**config.mk**
```make
export PLATFORM = sky130hd
export DESIGN_NAME = vga_bounce_gen
export DESIGN_NICKNAME = d
export VERILOG_FILES = /design/src/rtl/vga_pkg.sv /design/src/rtl/vga_axis_mover.sv /design/src/rtl/vga_bounce_gen.sv
export SDC_FILE = /design/constraint.sdc
export NUM_CORES = 1
export LEC_CHECK = 0
export ABC_AREA = 0
export CAP_MARGIN = 30
export CORE_UTILIZATION = 39
export CTS_CLUSTER_SIZE = 10
export DETAILED_ROUTE_END_ITERATION = 6
export PLACE_DENSITY_LB_ADDON = 0.05
export SKIP_CTS_REPAIR_TIMING = 1
export SLEW_MARGIN = 40
export SYNTH_ARGS = -nofsm -noshare
export SYNTH_HDL_FRONTEND = slang
export SYNTH_SLANG_ARGS = --single-unit
```
**constraint.sdc**
```tcl
create_clock -name clk -period 8.7 [get_ports clk]
set_input_delay 0.87 -clock clk [delete_from_list [all_inputs] [get_ports clk]]
set_output_delay 0.87 -clock clk [all_outputs]
set_load 0.02 [all_outputs]
```
**src/rtl/vga_pkg.sv**
```systemverilog
// Shared types and constants for the bouncing-box pattern generator.
package vga_pkg;

    typedef enum logic [1:0] {
        WAIT_VBLANK = 2'd0,
        MOVE        = 2'd1,
        WAIT_FRAME  = 2'd2
    } state_t;

    // Colours packed as {R, G, B}.
    localparam logic [23:0] BOX_RGB   = 24'hFFFF00;
    localparam logic [23:0] BG_RGB    = 24'h000080;
    localparam logic [23:0] BLANK_RGB = 24'h000000;

    localparam int DEF_H_ACTIVE = 640;
    localparam int DEF_V_ACTIVE = 480;

endpackage

```
**src/rtl/vga_axis_mover.sv**
```systemverilog
// One axis of box motion: advances pos by step, clamping and reversing at 0 or limit.
// limit is the largest legal position (active size minus box size).
module vga_axis_mover (
    input  logic [15:0] pos,
    input  logic        dir,
    input  logic [15:0] limit,
    input  logic [15:0] step,
    output logic [15:0] next_pos,
    output logic        next_dir,
    output logic        hit
);

    logic [16:0] fwd_sum;

    always_comb begin
        // 17-bit sum so a position near the top of the range cannot wrap past the limit test.
        fwd_sum  = {1'b0, pos} + {1'b0, step};
        next_pos = pos;
        next_dir = dir;
        hit      = 1'b0;
        if (dir) begin
            if (fwd_sum > {1'b0, limit}) begin
                next_pos = limit;
                next_dir = 1'b0;
                hit      = 1'b1;
            end else begin
                next_pos = fwd_sum[15:0];
            end
        end else begin
            if (pos < step) begin
                next_pos = 16'd0;
                next_dir = 1'b1;
                hit      = 1'b1;
            end else begin
                next_pos = pos - step;
            end
        end
    end

endmodule

```
**src/rtl/vga_bounce_gen.sv**
```systemverilog
// Bouncing-box test pattern: paints a square over a background and moves it once per frame.
// Debug outputs expose the FSM state and the box position/direction registers.
module vga_bounce_gen
    import vga_pkg::*;
#(
    parameter int H_ACTIVE = DEF_H_ACTIVE,
    parameter int V_ACTIVE = DEF_V_ACTIVE,
    parameter int BOX_SIZE = 32,
    parameter int STEP     = 2
) (
    input  logic        clk,
    input  logic        reset,
    input  logic        v_enable,
    input  logic [15:0] horiz_count,
    input  logic [15:0] vert_count,
    output logic [7:0]  R,
    output logic [7:0]  G,
    output logic [7:0]  B,
    output logic        frame_tick,
    output logic [7:0]  bounce_count,
    output logic [1:0]  dbg_state,
    output logic [15:0] dbg_x_pos,
    output logic [15:0] dbg_y_pos,
    output logic        dbg_dx,
    output logic        dbg_dy
);

    localparam logic [15:0] H_ACT   = 16'(H_ACTIVE);
    localparam logic [15:0] V_ACT   = 16'(V_ACTIVE);
    localparam logic [15:0] BOX     = 16'(BOX_SIZE);
    localparam logic [15:0] STEP_W  = 16'(STEP);
    localparam logic [15:0] X_LIMIT = 16'(H_ACTIVE - BOX_SIZE);
    localparam logic [15:0] Y_LIMIT = 16'(V_ACTIVE - BOX_SIZE);

    state_t      state_q, state_d;
    logic [15:0] x_pos_q, x_pos_d;
    logic [15:0] y_pos_q, y_pos_d;
    logic        dx_q, dx_d;
    logic        dy_q, dy_d;
    logic [7:0]  bounce_q, bounce_d;
    logic [23:0] rgb_q, rgb_d;

    logic [15:0] x_next, y_next;
    logic        dx_next, dy_next;
    logic        x_hit, y_hit;

    logic        active;
    logic        box_hit;
    logic [16:0] x_end, y_end;

    vga_axis_mover u_x_mover (
        .pos      (x_pos_q),
        .dir      (dx_q),
        .limit    (X_LIMIT),
        .step     (STEP_W),
        .next_pos (x_next),
        .next_dir (dx_next),
        .hit      (x_hit)
    );

    vga_axis_mover u_y_mover (
        .pos      (y_pos_q),
        .dir      (dy_q),
        .limit    (Y_LIMIT),
        .step     (STEP_W),
        .next_pos (y_next),
        .next_dir (dy_next),
        .hit      (y_hit)
    );

    // Pixel path: box edges are widened to 17 bits so x_pos+BOX_SIZE never truncates.
    always_comb begin
        x_end   = {1'b0, x_pos_q} + {1'b0, BOX};
        y_end   = {1'b0, y_pos_q} + {1'b0, BOX};
        active  = (horiz_count < H_ACT) && (vert_count < V_ACT);
        box_hit = (horiz_count >= x_pos_q) && ({1'b0, horiz_count} < x_end) &&
                  (vert_count >= y_pos_q) && ({1'b0, vert_count} < y_end);
        rgb_d   = rgb_q;
        if (v_enable) begin
            if (!active) begin
                rgb_d = BLANK_RGB;
            end else if (box_hit) begin
                rgb_d = BOX_RGB;
            end else begin
                rgb_d = BG_RGB;
            end
        end
    end

    // Frame FSM: WAIT_FRAME blocks a second update while vert_count sits at V_ACTIVE.
    always_comb begin
        state_d    = state_q;
        x_pos_d    = x_pos_q;
        y_pos_d    = y_pos_q;
        dx_d       = dx_q;
        dy_d       = dy_q;
        bounce_d   = bounce_q;
        frame_tick = 1'b0;
        case (state_q)
            WAIT_VBLANK: begin
                if (v_enable && (horiz_count == 16'd0) && (vert_count == V_ACT)) begin
                    state_d = MOVE;
                end
            end
            MOVE: begin
                frame_tick = 1'b1;
                state_d    = WAIT_FRAME;
                x_pos_d    = x_next;
                y_pos_d    = y_next;
                dx_d       = dx_next;
                dy_d       = dy_next;
                bounce_d   = bounce_q + {7'd0, (x_hit | y_hit)};
            end
            WAIT_FRAME: begin
                if (v_enable && (vert_count == 16'd0)) begin
                    state_d = WAIT_VBLANK;
                end
            end
            default: begin
                state_d = WAIT_VBLANK;
            end
        endcase
    end

    always_ff @(posedge clk or posedge reset) begin
        if (reset) begin
            state_q  <= WAIT_VBLANK;
            x_pos_q  <= 16'd0;
            y_pos_q  <= 16'd0;
            dx_q     <= 1'b1;
            dy_q     <= 1'b1;
            bounce_q <= 8'd0;
            rgb_q    <= BLANK_RGB;
        end else begin
            state_q  <= state_d;
            x_pos_q  <= x_pos_d;
            y_pos_q  <= y_pos_d;
            dx_q     <= dx_d;
            dy_q     <= dy_d;
            bounce_q <= bounce_d;
            rgb_q    <= rgb_d;
        end
    end

    assign R            = rgb_q[23:16];
    assign G            = rgb_q[15:8];
    assign B            = rgb_q[7:0];
    assign bounce_count = bounce_q;
    assign dbg_state    = state_q;
    assign dbg_x_pos    = x_pos_q;
    assign dbg_y_pos    = y_pos_q;
    assign dbg_dx       = dx_q;
    assign dbg_dy       = dy_q;

endmodule

```
## Yosys cells after proc, flatten, opt, wreduce, memory -nomap -nowiden

Cells that the tools add are included.

| storage, ports and cells | value |
|---|---|
| output and inout port bits | 69 |
| flip-flop bits (word level) | 68 |
| input bits | 35 |
| word-level logic and storage cells | 63 |

| operators by class | value |
|---|---|
| $lt $le $gt $ge | 10 |
| bitwise operators | 1 |
| mux-type cells | 22 |
| equality and inequality tests | 5 |
| add/subtract/negate cells | 7 |
| reduce and logical (&&, ||, !) cells | 11 |

Operators by type and width:

| operator | number |
|---|---|
| 2-to-1 mux 16 bit | 6 |
| 2-to-1 mux 24 bit | 2 |
| adder 16 x 2 -> 17 bit, second input constant | 2 |
| adder 16 x 6 -> 17 bit, second input constant | 2 |
| < comparator 16 x 17 -> 1 bit | 2 |
| >= comparator 16 bit | 2 |
| zero test 16 bit | 2 |
| < comparator 16 x 2 -> 1 bit, second input constant | 2 |
| subtractor 16 x 2 -> 16 bit, second input constant | 2 |
| greater-than comparator 17 x 10 -> 1 bit, second input constant | 1 |
| greater-than comparator 17 x 9 -> 1 bit, second input constant | 1 |
| == test 16 x 9 -> 1 bit, second input constant | 1 |
| < comparator 16 x 10 -> 1 bit, second input constant | 1 |
| < comparator 16 x 9 -> 1 bit, second input constant | 1 |
| 2-to-1 mux 1 bit | 11 |
| adder 8 x 1 -> 8 bit | 1 |
| logical AND 1 bit | 7 |
| one-hot mux 2 bit (3 select lines) | 1 |
| 2-to-1 mux 2 bit | 2 |
| != test 2 bit, second input constant | 2 |
| == test 2 x 1 -> 1 bit, second input constant | 1 |
| == test 2 bit, second input constant | 1 |
| zero test 2 bit | 1 |
| AND reduction 2 bit | 1 |
| bitwise OR 1 bit | 1 |

## Depth between registers and ports, before layout

| depth | value |
|---|---|
| depth in word-level cells | 7 |
| gate-level depth with buffers | 14 |
| depth with buffers taken out | 13 |

## Modules after synthesis

Synthesis repeated with hierarchy kept, for this count alone.

| unflattened totals | value |
|---|---|
| cells, all modules | 1062 |
| area total of the unflattened synthesis | 8344.3 um^2 |

By module, submodules not included:

| module | times used | sequential area each (um^2) | cells each | area an instance (um^2) |
|---|---|---|---|---|
| vga_bounce_gen | 1 | 1153.6 | 412 | 3638.5 |
| vga_axis_mover at u_y_mover | 1 | 0.0 | 344 | 2441.1 |
| vga_axis_mover at u_x_mover | 1 | 0.0 | 306 | 2264.7 |

## Least setup slack after synthesis

No wires, ideal clock.

| timing | value |
|---|---|
| path kind | register to register |
| start point | register x_pos_q[5], in the netlist dbg_x_pos[5] |
| end point | register bounce_q[6], in the netlist bounce_count[6] |
| required time | 8.569 ns |
| buffers on the path | 1 |
| stages on the path, launching flop included | 15 |
| period minus slack after synthesis | 2.989 ns |
| setup time | 0.131 ns |
| arrival | 2.858 ns |
| setup slack | 5.711 ns |
| path through | dfrtp_1 -> ha_1 -> nand3_1 -> nor4_2 -> o21ai_0 -> o2bb2ai_1 -> and4_1 -> buf_2 -> nand3_2 -> a22o_2 -> ha_1 -> ha_1 -> nand4_1 -> nor2_1 -> xor2_1 |

| on the way | value |
|---|---|
| longest elaborated chain between the ends | 6 |
| elaborated cells between the ends (all ways) | 8 |
| classes of those cells | 2 x add/sub; 2 x order compare; 3 x mux; 1 x bitwise |

Ends and longest elaborated chain:

| item | line | RTL |
|---|---|---|
| from (decl) | vga_bounce_gen.sv:36 | `logic [15:0] x_pos_q, x_pos_d;` |
| from (signal assigned) | vga_bounce_gen.sv:136 | `x_pos_q <= x_pos_d;` |
| adder 16 x 2 -> 17 bit | vga_axis_mover.sv:17 | `fwd_sum = {1'b0, pos} + {1'b0, step};` |
| greater-than comparator 17 x 10 -> 1 bit | vga_axis_mover.sv:22 | `if (fwd_sum > {1'b0, limit}) begin` |
| 2-to-1 mux 1 bit | vga_axis_mover.sv:22 |  |
| 2-to-1 mux 1 bit (*) | vga_axis_mover.sv:21 | `if (dir) begin` |
| bitwise OR 1 bit (*) | vga_bounce_gen.sv:112 | `bounce_d = bounce_q + {7'd0, (x_hit \| y_hit)};` |
| adder 8 x 1 -> 8 bit (*) | vga_bounce_gen.sv:112 |  |
| to (signal assigned) | vga_bounce_gen.sv:140 | `bounce_q <= bounce_d;` |
| to (decl) | vga_bounce_gen.sv:40 | `logic [7:0] bounce_q, bounce_d;` |

Every way passes the cells marked *; elsewhere a longest branch is shown, timed or not.
A chain may end at the register's enable or synchronous reset.

## Worst setup path in the final report

| timing | value |
|---|---|
| start point | register y_pos_q[5], in the netlist dbg_y_pos[5] |
| end point | register bounce_q[6], in the netlist bounce_count[6] |

| on the way | value |
|---|---|
| longest elaborated chain between the ends | 6 |
| elaborated cells between the ends (all ways) | 8 |
| classes of those cells | 2 x add/sub; 2 x order compare; 3 x mux; 1 x bitwise |

Ends and longest elaborated chain:

| item | line | RTL |
|---|---|---|
| from (decl) | vga_bounce_gen.sv:37 | `logic [15:0] y_pos_q, y_pos_d;` |
| from (signal assigned) | vga_bounce_gen.sv:137 | `y_pos_q <= y_pos_d;` |
| adder 16 x 2 -> 17 bit | vga_axis_mover.sv:17 |  |
| greater-than comparator 17 x 9 -> 1 bit | vga_axis_mover.sv:22 |  |
| 2-to-1 mux 1 bit | vga_axis_mover.sv:22 |  |
| 2-to-1 mux 1 bit (*) | vga_axis_mover.sv:21 |  |
| bitwise OR 1 bit (*) | vga_bounce_gen.sv:112 |  |
| adder 8 x 1 -> 8 bit (*) | vga_bounce_gen.sv:112 |  |

Marks and branches as above.

==> flow_summary.yaml <==
status:
  outcome: "completed"
worst_setup_path:
  end_kind: "flop"
  arrival_ns: 3.58
  startpoint_type: "flop"
  cp-endpoint: "bounce_count[6]"
  reg2regPathDepth: 12
  reg2reg_from: "dbg_y_pos[5]"
  worstPathMaxFanout: 16
  r2r_slack_ns: 5.30
  worstSetupStartpoint: "dbg_y_pos[5]"
  reg2reg_to: "bounce_count[6]"
  path_class: "flop to flop"
  worst-endpoint-required_ns: 8.88
routing:
  dr.pass1.iters: 5
  via_count: 4860
  drt-wirelength-per-cell_um: 18.6
  wirelength_mm: 15.7
  ant_nets: 0
  drtIter0Drc: 369
  drcViolationCount: 0
  viasPerCell: 5.77
clocking:
  clockBufferDepth: 2
  worst_skew_pair.late_latency_ns: 0.29
  cts_root_buf: "clkbuf_16"
  cts_tree: "built"
  h-tree-depth: 2
  numCtsBuffers: 5
  cts.clk_slew.worst_paths_ns: 0.07
  clock-sinks: 44
placement:
  io_buffers: 94
  post-dp-hpwl_mm: 12.0
  placed_area_sq_mm: 0.00581
  placed_cells: 834
  dp_slack_ns: 5.26
  place_congestion: 0.889
layout:
  drive_above_1_share_pct: 5.49
  design_area_sq_mm: 0.00595
  diodes: 0
  final_cell_mix: "clkdlybuf4s50_1, ha_1, nand2_1, dfrtp_1, xnor2_1"
  post_layout_nonfiller_instances: 842
  layout_commonest_cell: "clkdlybuf4s50_1"
  final_nets: 770
  syn2layout_area_growth_pct: 19.8
  fin_util_pct: 48.7
floorplanning:
  die_y_um: 115
  die_area_sq_mm: 0.0132
  start_util_pct: 40.7
  die_w_um: 115
  rows: 40
  core-area_sq_mm: 0.0122
  num_io_pins: 104
worst_hold_path:
  hold_class: "flop to flop"
global_route:
  grt_max_degree: 45
  antenna_found_initial: 0
  grt_overflow: 0
  grt_util_all_layers_pct: 24.4
  grt_pass1_wl_mm: 25.1
  grt_pass1_vias: 4744
power_and_ir_drop:
  p_leak_nw: 2.31
  internal_power_uw: 339
  vdd_drop_max_uv: 52.3
  seqPwrFrac_pct: 44.5
  p_switching_uw: 121
  pwr-share-comb_pct: 13.2
  pwr_density_cell_mw_per_mm2: 77.3
  p_clk_share_pct: 42.3
  swShare_pct: 26.3
  p_total_uw: 460
synthesis:
  synth-seq-cells: 44
  synth_edf_count: 0
  ys.flop_type: "dfrtp_1"
  post_synth.cell_area_avg_sq_um: 8.04
  async_flop_share_pct: 100
  synth_area_sq_mm: 0.00497
  syn_inst: 618
  ys_warn_count: 0
  yosysSeqAreaShare_pct: 22.2
  yosysUniqueCellTypes: 78
sta:
  layout_min_cycle_time_ns: 3.40
  rsz0062_at_grt: "no"
  fin_ws_ns: 5.30
  maxSlewHeadroom_pct: 52.7
  finalSetupTns_ns: 0
  fin_hold_ws_ns: 0.479
  fin_crit_sh_pct: 39.0
  max_freq_mhz: 294
  drv_slew: 0
  hold_viol_final: 0
  setup_viol: 0
  tightest_slew_ns: 0.706
  finClkSkew_ns: 0.00287
flow_run:
  maxCapViolations: 0
## worst min-delay path by stage
stage / startpoint / end / slack (ns) / depth (start not counted)
CTS: bounce_count[7] / bounce_count[7] / 0.48 / 1
global placement: bounce_count[7] / bounce_count[7] / 0.47 / 1
floorplan: bounce_count[7] / bounce_count[7] / 0.58 / 1
finish: bounce_count[7] / bounce_count[7] / 0.48 / 1
detailed placement: bounce_count[7] / bounce_count[7] / 0.47 / 1
global route: bounce_count[7] / bounce_count[7] / 0.51 / 1
## state kept, by name, indices dropped and copies added (netlist names)
register	count
bounce_count	8
dbg_dx	1
dbg_dy	1
dbg_state	2
dbg_x_pos	15
dbg_y_pos	15
rgb_q	2
## logic make-up (layout without fill, tap and decap cells)
family | after synthesis | in the layout | share of synthesized area, %
other | 1 | 9 | 0.0755
buffers and inverters | 95 | 143 | 10.2
muxes | 7 | 7 | 1.54
DFF | 44 | 44 | 22.2
adders and majority gates | 62 | 62 | 15.6
AOI/OAI and AO/OA | 146 | 146 | 19.3
xor gates and xnor gates | 39 | 39 | 6.88
and+or+nand+nor | 224 | 224 | 24.2
## worst max-delay path, cell delays in order (launching register included)
cell     delay (ns)
dfrtp_1        0.65
ha_1           0.33
and3_1         0.29
nand4_1        0.17
mux2_4         0.34
a21oi_2        0.17
nand3_2        0.28
a22o_2         0.33
ha_1           0.19
ha_1           0.19
nand4_1        0.13
nor2_1         0.07
xor2_1         0.13
## power by group through the flow
stage               logic [mW]  registers [mW]  clock network, mW
global route            0.0686           0.204              0.206
CTS                     0.0607           0.204              0.198
finish                  0.0606           0.205              0.195
detailed placement      0.0603           0.208                  0
floorplan               0.0328           0.208                  0
global placement        0.0587           0.208                  0
## cell usage after synthesis (6+ instances only)
master,instances,share of area [%]
dfrtp_1,42,21
or3_1,6,0.76
a211oi_1,9,1.4
nand2_1,55,4.2
ha_1,62,16
nand3_1,23,2.3
a31oi_1,9,1.1
o21ai_0,31,3.1
nor2_1,35,2.6
inv_1,36,2.7
nor3_1,26,2.6
or4_1,7,1.1
nor4_1,9,1.1
clkbuf_1,11,0.83
buf_4,28,4.2
and4_1,7,1.2
nand4_1,21,2.6
o22ai_1,6,0.76
a21oi_1,36,3.6
buf_2,10,1.0
o31ai_1,8,1.2
xnor2_1,37,6.5
## cell type report
| cell class | instances | area [sq um] |
|---|---|---|
| sequential | 44 | 1100 |
| multi-input combinational | 487 | 3390 |
| timing repair buffer | 96 | 956 |
| clock inverter | 3 | 18.8 |
| clock buffer | 5 | 125 |
| tap | 168 | 210 |
| inverter | 39 | 149 |
| fill | 1257 | 6260 |
## layer usage
metal | GRT usage, % | vias to the layer above | wire, um
met5 | 0 | - | 0
met4 | 7.27 | 0 | 355
met3 | 3.32 | 26 | 736
met2 | 42.0 | 170 | 7710
met1 | 31.7 | 2318 | 6880
li1 | - | 2346 | -
(Power assumes the default switching activity.)
